--- src/rtl/conv_output_collector_pkg.sv ---
`default_nettype none
// +--------------------------------------------------------------------+
// | Module   : conv_output_collector_pkg                               |
// | Purpose  : Shared FSM encoding, requantization saturation limits   |
// |            and expected-sample-count helper for the collector.     |
// | Revision : 1.0  initial release                                    |
// +--------------------------------------------------------------------+
package conv_output_collector_pkg;

  typedef enum logic [1:0] {
    ST_IDLE    = 2'd0,
    ST_COLLECT = 2'd1,
    ST_DRAIN   = 2'd2
  } state_t;

  // Saturation window of the 16-bit signed output
  localparam logic signed [31:0] SAT_MAX   = 32'sd32767;
  localparam logic signed [31:0] SAT_MIN   = -32'sd32768;
  localparam logic        [15:0] SAT_MAX_Q = 16'h7fff;
  localparam logic        [15:0] SAT_MIN_Q = 16'h8000;

  // Number of pooled outputs per frame: ((n-k+1)/p)^2
  function automatic int calc_exp_cnt(input int n, input int k, input int p);
    int side;
    side = (n - k + 1) / p;
    return side * side;
  endfunction

endpackage
`default_nettype wire

--- src/rtl/conv_output_collector_sync_fifo.sv ---
`default_nettype none
// +--------------------------------------------------------------------+
// | Module   : sync_fifo                                               |
// | Purpose  : Single-clock FIFO. A push into a full FIFO is taken     |
// |            only when a pop happens in the same cycle. No           |
// |            write-to-read bypass: a word is visible the cycle after |
// |            it is written. Head reads 0 while empty.                |
// | Revision : 1.0  initial release                                    |
// +--------------------------------------------------------------------+
module sync_fifo #(
  parameter int WIDTH = 17,
  parameter int DEPTH = 16
) (
  input  logic             clk,
  input  logic             rst,
  input  logic             push,
  input  logic [WIDTH-1:0] push_data,
  input  logic             pop,
  output logic [WIDTH-1:0] pop_data,
  output logic             full,
  output logic             empty
);

  localparam int AW = $clog2(DEPTH);

  logic [WIDTH-1:0] mem [DEPTH];
  logic [AW:0]      wr_ptr;
  logic [AW:0]      rd_ptr;
  logic             do_pop;
  logic             do_push;

  // Extra MSB separates the full and empty cases of equal indices
  assign empty    = (wr_ptr == rd_ptr);
  assign full     = (wr_ptr[AW] != rd_ptr[AW]) && (wr_ptr[AW-1:0] == rd_ptr[AW-1:0]);
  assign do_pop   = pop & ~empty;
  assign do_push  = push & (~full | do_pop);
  assign pop_data = empty ? '0 : mem[rd_ptr[AW-1:0]];

  // Pointer update, wrapping naturally modulo DEPTH
  always_ff @(posedge clk) begin
    if (rst) begin
      wr_ptr <= '0;
      rd_ptr <= '0;
    end else begin
      if (do_push) wr_ptr <= wr_ptr + 1'b1;
      if (do_pop)  rd_ptr <= rd_ptr + 1'b1;
    end
  end

  // Storage array, written only on an accepted push
  always_ff @(posedge clk) begin
    if (do_push) mem[wr_ptr[AW-1:0]] <= push_data;
  end

endmodule
`default_nettype wire

--- src/rtl/conv_output_collector.sv ---
`default_nettype none
// +--------------------------------------------------------------------+
// | Module   : conv_output_collector                                   |
// | Purpose  : Collects accelerator results for one frame, requantizes |
// |            them (>>> SHIFT, saturate to 16 bits), buffers them in  |
// |            a FIFO and drains them over a valid/ready interface,    |
// |            tagging the EXP_CNT-th word with out_last.              |
// | Options  : CONV_COLLECT_RELU_EN - clamp negative values to 0.      |
// | Revision : 1.0  initial release                                    |
// +--------------------------------------------------------------------+
module conv_output_collector
  import conv_output_collector_pkg::*;
#(
  parameter int N     = 10,
  parameter int K     = 3,
  parameter int P     = 2,
  parameter int SHIFT = 8,
  parameter int DEPTH = 16
) (
  input  logic        clk,
  input  logic        global_rst,
  input  logic        ce,
  input  logic [31:0] acc_data,
  input  logic        acc_valid,
  input  logic        acc_end,
  output logic [15:0] out_data,
  output logic        out_valid,
  input  logic        out_ready,
  output logic        out_last,
  output logic        frame_done,
  output logic        count_err,
  output logic        overflow
);

  localparam int                EXP_CNT   = calc_exp_cnt(N, K, P);
  localparam int                CNT_W     = $clog2(EXP_CNT + 1);
  localparam logic [CNT_W-1:0]  EXP_CNT_W = CNT_W'(EXP_CNT);

  state_t            state;
  state_t            state_nxt;
  logic [CNT_W-1:0]  cnt;
  logic [CNT_W-1:0]  cnt_inc;
  logic              excess;
  logic              excess_now;
  logic              accept;
  logic              cnt_at_max;
  logic              sample_last;
  logic              end_err;
  logic              drain_exit;

  logic              pipe_valid;
  logic [15:0]       pipe_data;
  logic              pipe_last;
  logic signed [31:0] shifted;
  logic [15:0]       requant;

  logic              fifo_push;
  logic              fifo_pop;
  logic              fifo_full;
  logic              fifo_empty;
  logic [16:0]       fifo_rdata;

  // Samples are taken in IDLE (starting a frame) and COLLECT only
  assign accept      = ce & acc_valid & (state != ST_DRAIN);
  assign cnt_at_max  = (cnt == EXP_CNT_W);
  assign cnt_inc     = (accept && !cnt_at_max) ? cnt + CNT_W'(1) : cnt;
  assign sample_last = accept && !cnt_at_max && (cnt + CNT_W'(1) == EXP_CNT_W);
  assign excess_now  = excess | (accept & cnt_at_max);
  assign end_err     = excess_now | (cnt_inc != EXP_CNT_W);

  assign fifo_push   = pipe_valid & ce;
  assign fifo_pop    = out_ready & ~fifo_empty;
  assign out_valid   = ~fifo_empty;
  assign out_data    = fifo_rdata[15:0];
  assign out_last    = fifo_rdata[16];

  // The frame is drained once its last word leaves, or nothing is left
  // anywhere (FIFO empty and no word still in the pipeline register)
  assign drain_exit  = (fifo_pop & fifo_rdata[16]) | (fifo_empty & ~pipe_valid);

  // Requantize: arithmetic shift, optional ReLU, then 16-bit saturation
  always_comb begin
    shifted = $signed(acc_data) >>> SHIFT;
`ifdef CONV_COLLECT_RELU_EN
    if (shifted < 0) shifted = '0;
`endif
    if (shifted > SAT_MAX)      requant = SAT_MAX_Q;
    else if (shifted < SAT_MIN) requant = SAT_MIN_Q;
    else                        requant = shifted[15:0];
  end

  // Next-state logic; the FSM only advances while ce is high
  always_comb begin
    state_nxt = state;
    if (ce) begin
      case (state)
        ST_IDLE:    if (acc_valid)  state_nxt = ST_COLLECT;
        ST_COLLECT: if (acc_end)    state_nxt = ST_DRAIN;
        ST_DRAIN:   if (drain_exit) state_nxt = ST_IDLE;
        default:                    state_nxt = ST_IDLE;
      endcase
    end
  end

  // State register
  always_ff @(posedge clk) begin
    if (global_rst) state <= ST_IDLE;
    else            state <= state_nxt;
  end

  // Frame sample counter, cleared when the frame returns to IDLE
  always_ff @(posedge clk) begin
    if (global_rst || (ce && state == ST_DRAIN && drain_exit)) begin
      cnt    <= '0;
      excess <= 1'b0;
    end else if (accept) begin
      cnt    <= cnt_inc;
      excess <= excess_now;
    end
  end

  // One-stage requantization pipeline, frozen while ce is low
  always_ff @(posedge clk) begin
    if (global_rst) begin
      pipe_valid <= 1'b0;
      pipe_data  <= '0;
      pipe_last  <= 1'b0;
    end else if (ce) begin
      pipe_valid <= accept;
      pipe_data  <= requant;
      pipe_last  <= sample_last;
    end
  end

  // Status flags: sticky errors and the end-of-frame pulse
  always_ff @(posedge clk) begin
    if (global_rst) begin
      count_err  <= 1'b0;
      overflow   <= 1'b0;
      frame_done <= 1'b0;
    end else begin
      frame_done <= ce & (state == ST_DRAIN) & drain_exit;
      if (ce && state == ST_COLLECT && acc_end && end_err)
        count_err <= 1'b1;
      if ((ce && acc_valid && state == ST_DRAIN) ||
          (fifo_push && fifo_full && !fifo_pop))
        overflow <= 1'b1;
    end
  end

  sync_fifo #(
    .WIDTH (17),
    .DEPTH (DEPTH)
  ) u_fifo (
    .clk       (clk),
    .rst       (global_rst),
    .push      (fifo_push),
    .push_data ({pipe_last, pipe_data}),
    .pop       (fifo_pop),
    .pop_data  (fifo_rdata),
    .full      (fifo_full),
    .empty     (fifo_empty)
  );

endmodule
`default_nettype wire

--- config.mk ---
export PLATFORM = sky130hd
export DESIGN_NAME = conv_output_collector
export DESIGN_NICKNAME = d
export VERILOG_FILES = /design/src/rtl/conv_output_collector_pkg.sv /design/src/rtl/conv_output_collector_sync_fifo.sv /design/src/rtl/conv_output_collector.sv
export SDC_FILE = /design/constraint.sdc
export NUM_CORES = 1
export LEC_CHECK = 0
export BUFFER_PORTS_ARGS = -buffer_cell sky130_fd_sc_hd__buf_2
export CAP_MARGIN = 20
export CORE_ASPECT_RATIO = 1.4
export CORE_MARGIN = 5
export CORE_UTILIZATION = 40
export CTS_CLUSTER_DIAMETER = 120
export CTS_CLUSTER_SIZE = 25
export DETAILED_ROUTE_END_ITERATION = 7
export SETUP_SLACK_MARGIN = 0.02
export SLEW_MARGIN = 15
export SYNTH_ARGS = -nofsm -noshare
export SYNTH_HDL_FRONTEND = slang
export SYNTH_SLANG_ARGS = --single-unit
export TNS_END_PERCENT = 10
--- constraint.sdc ---
create_clock -name clk -period 4.65 [get_ports clk]
set_input_delay 0.93 -clock clk [delete_from_list [all_inputs] [get_ports clk]]
set_output_delay 0.93 -clock clk [all_outputs]
set_load 0.01 [all_outputs]
==> metrics.md <==
| Metric | Value |
|---|---|
| Status | complete, no violations |
| Hold WC Path Type | reg -> reg |
| Number of buffers and inverters on the critical path | 2 |
| Setup repair bufs after CTS | 0 |
| Clk sinks | 315 |
| Worst vdd rail ir drop | 0.211 mV |
| Antenna Cells | 0 |
| Largest net degree at the start of global routing | 45 |
| Post-DP HPWL | 15500 um |
| Worst skew pair latency | 0.50 ns |
| Synthesized net count | 690 |
| Worst-Margin Slew | 0.971 ns |
| Starting density of the core | 0.407 |
| Critical Path RT | 3.72 ns |
| Switching Fraction | 0.206 |
| Hold path endpoint | excess$_SDFFE_PP0P_ |
| Flop2flop setup slack | 1.48 ns |
| Placed instance area | 0.0133 mm^2 |
| Hold depth | 2 |
| YS warnings | 0 |
| Leak | 4.37 nW |
| Slew Limit Fails | 0 |
| Crit-path max cell delay | 0.76 ns |
| Fin Hold WS | 0.491 ns |
| Worst path cell trace | buf_4 -> mux4_1 -> mux4_2 -> and2_1 -> buf_2 |
| TritonRoute pass-1 iters | 4 |
| Final hold viol count | 0 |
| CTS tree | done |
| Vias in the first global route | 6532 |
| I/O pin cnt | 59 |
| Crit Path Class | reg -> out |
| Crit-path leading delay family | multiplexers |
| Largest cells by area after synthesis | edfxtp_1 (65%), mux4_2 (9.3%), dfxtp_1 (6.8%), mux4_1 (6.7%), nor2_1 (1.2%) |
| Seq pwr share | 0.638 |
| Cell with the most instances after synthesis | edfxtp_1 |
| Max_cap viols | 0 |
| Number of H-tree levels | 1 |
| Syn_area_per_cell | 19.5 um^2 |
| Post-synthesis cell area | 0.0126 mm^2 |
| Post-CTS Resized | 0 |
| GR Overflow Total | 0 |
| Crit Path Max Fanout | 32 |
| Die W | 160 um |
| Core region area | 0.0309 mm^2 |
| # DRC | 0 |
| Internal | 3.89 mW |
| Root buffer cell | clkbuf_16 |
| Area Overhead vs Synth | 9.55% |
| Die Y | 220 um |
| Layout cell share with drive strength beyond 1 | 0.230 |
| Pwr dens | 356 mW/mm^2 |
| GRT Resource Usage Total | 0.151 |
| Clock power frac | 0.314 |
| Setup WS pre-CTS | 1.15 ns |
| # setup viols final | 0 |
| PortBufs | 50 |
| Final ANT Viol Nets | 0 |
| Routed wire length | 26800 um |
| Syn Inst Count | 644 |
| WP data arrival | 3.05 ns |
| Hold path start | excess$_SDFFE_PP0P_ |
| Final #Nets | 748 |
| Worst R2R End | u_fifo.mem[8][2]$_DFFE_PP_ |
| CP max stage cell | dfxtp_4 |
| RSZ-0062 raised after global routing | no |
| CTS Buf Count | 16 |
| Worst-path clk slew | 0.09 ns |
| Synth Flop Type | edfxtp_1 |
| Yosys top cell area share | 0.650 |
| Yosys top cell by area | edfxtp_1 |
| Design area | 0.0138 mm^2 |
| Total die area | 0.0351 mm^2 |
| Site row count | 76 |
| Via density | 5.68 |
| Critical path capture point type | primary output |
| Number of synthesized register bits | 315 |
| Crit share post-route | 0.857 |
| # hold bufs at CTS | 0 |
| Asr flop ratio synth | 0 |
| Combinational share of power | 0.048 |
| Fin Setup TNS | 0 ns |
| Setup Skew | 0.0132 ns |
| Initial antenna violation count | 0 |
| Slew headroom | 0.352 |
| Max Fclk | 251 MHz |
| GP Congestion | 0.806 |
| P_sw | 1.01 mW |
| Seq/Total Area, Yosys | 0.718 |
| Number of synthesized flops with an enable pin | 272 |
| CP Launch Type | register |
| DRT iter0 DRCs | 569 |
| Reg2reg start | u_fifo.rd_ptr[4]$_SDFFE_PP0P_ |
| Worst r2r path cells | 6 |
| Worst Slack Setup Final | 0.665 ns |
| Routed wire length per instance | 24.3 um |
| First-pass GRT wire length | 40000 um |
| Tmin final | 3.98 ns |
| Library cells used by synthesis | 46 |
| Top cells by count, synth | edfxtp_1 (272), mux4_2 (52), dfxtp_1 (43) |
| Clock buffer depth | 3 |
| Vias | 6258 |
through the flow:
| step | cells | total power [mW] | utilization |
|---|---|---|---|
| floorplan | 644 | 3.36 | - |
| global placement | 1074 | 3.42 | 0.430 |
| detailed placement | 1074 | 3.43 | 0.430 |
| CTS | 1102 | 4.95 | 0.446 |
| global route | 1102 | 5.08 | 0.446 |
| finish | 1102 | 4.90 | 0.446 |
worst register-to-register path, cell delays in order (launching register included):
cell and delay, ns:
dfxtp_1 0.35, xnor2_1 0.50, nor2_1 0.24, a21oi_1 0.48
nand2_1 0.28, nor2_2 0.63, buf_4 0.37
placed cells by master (no fill, tap or decap), types with 10 or more instances in the layout:
master,n
edfxtp_1,272
mux4_2,52
buf_2,50
dfxtp_1,41
mux4_1,32
nor2_1,29
nand2_1,25
a21oi_1,25
buf_4,21
o21ai_0,19
clkbuf_16,17
and2_1,16
xnor2_1,13
nor2_2,11
clkbuf_1,10
power groups by stage:
stage / Sequential (mW) / Clock [mW] / Combinational, mW
after floorplan: 3.16 / 0 / 0.196
after global placement: 3.19 / 0 / 0.236
after detailed placement: 3.19 / 0 / 0.241
after CTS: 3.13 / 1.58 / 0.241
after global routing: 3.13 / 1.69 / 0.257
final: 3.13 / 1.54 / 0.236
final cells by class:
class | count | area, um^2
repair buffers | 73 | 448
well taps | 390 | 488
multi-input cells | 290 | 3310
fillers | 2585 | 17100
clock inverters | 1 | 11.3
flip-flops and latches | 315 | 9030
inverters | 6 | 22.5
clock buffers | 27 | 463
metal layers:
layer	up-vias	part of all wire	global-route usage	routed length [um]
li1	2722	-	-	-
met1	3324	0.42	0.200	11300
met2	184	0.52	0.271	13900
met3	28	0.048	0.0198	1280
met4	0	0.013	0.0296	347
met5	-	0	0	0
how the worst max path moves through the flow:
stage                                       endpoint  slack, ns  cells past startpoint
after detailed placement                out_data[13]       1.15                      5
after floorplan           u_fifo.mem[0][0]$_DFFE_PP_       1.50                      4
after global routing                    out_data[13]       0.51                      5
after global placement                  out_data[13]       1.17                      5
final                                   out_data[13]       0.67                      5
after CTS                               out_data[13]       0.61                      5
logic make-up after synthesis:
| group | synth area share |
|---|---|
| and+or+nand+nor | 0.0434 |
| DFF | 0.718 |
| adders and majority gates | 0.00796 |
| buffers and inverters | 0.0236 |
| AOI/OAI and AO/OA | 0.0271 |
| xor gates and xnor gates | 0.0125 |
| muxes | 0.167 |
sequential cells by signal, indices dropped and copies added, names as in the netlist, 2 cells and up, named ones only:
register,cells
state,2
cnt,5
u_fifo.mem,272
pipe_data,16
u_fifo.rd_ptr,5
u_fifo.wr_ptr,5
Power figures use the tool's default switching activity.
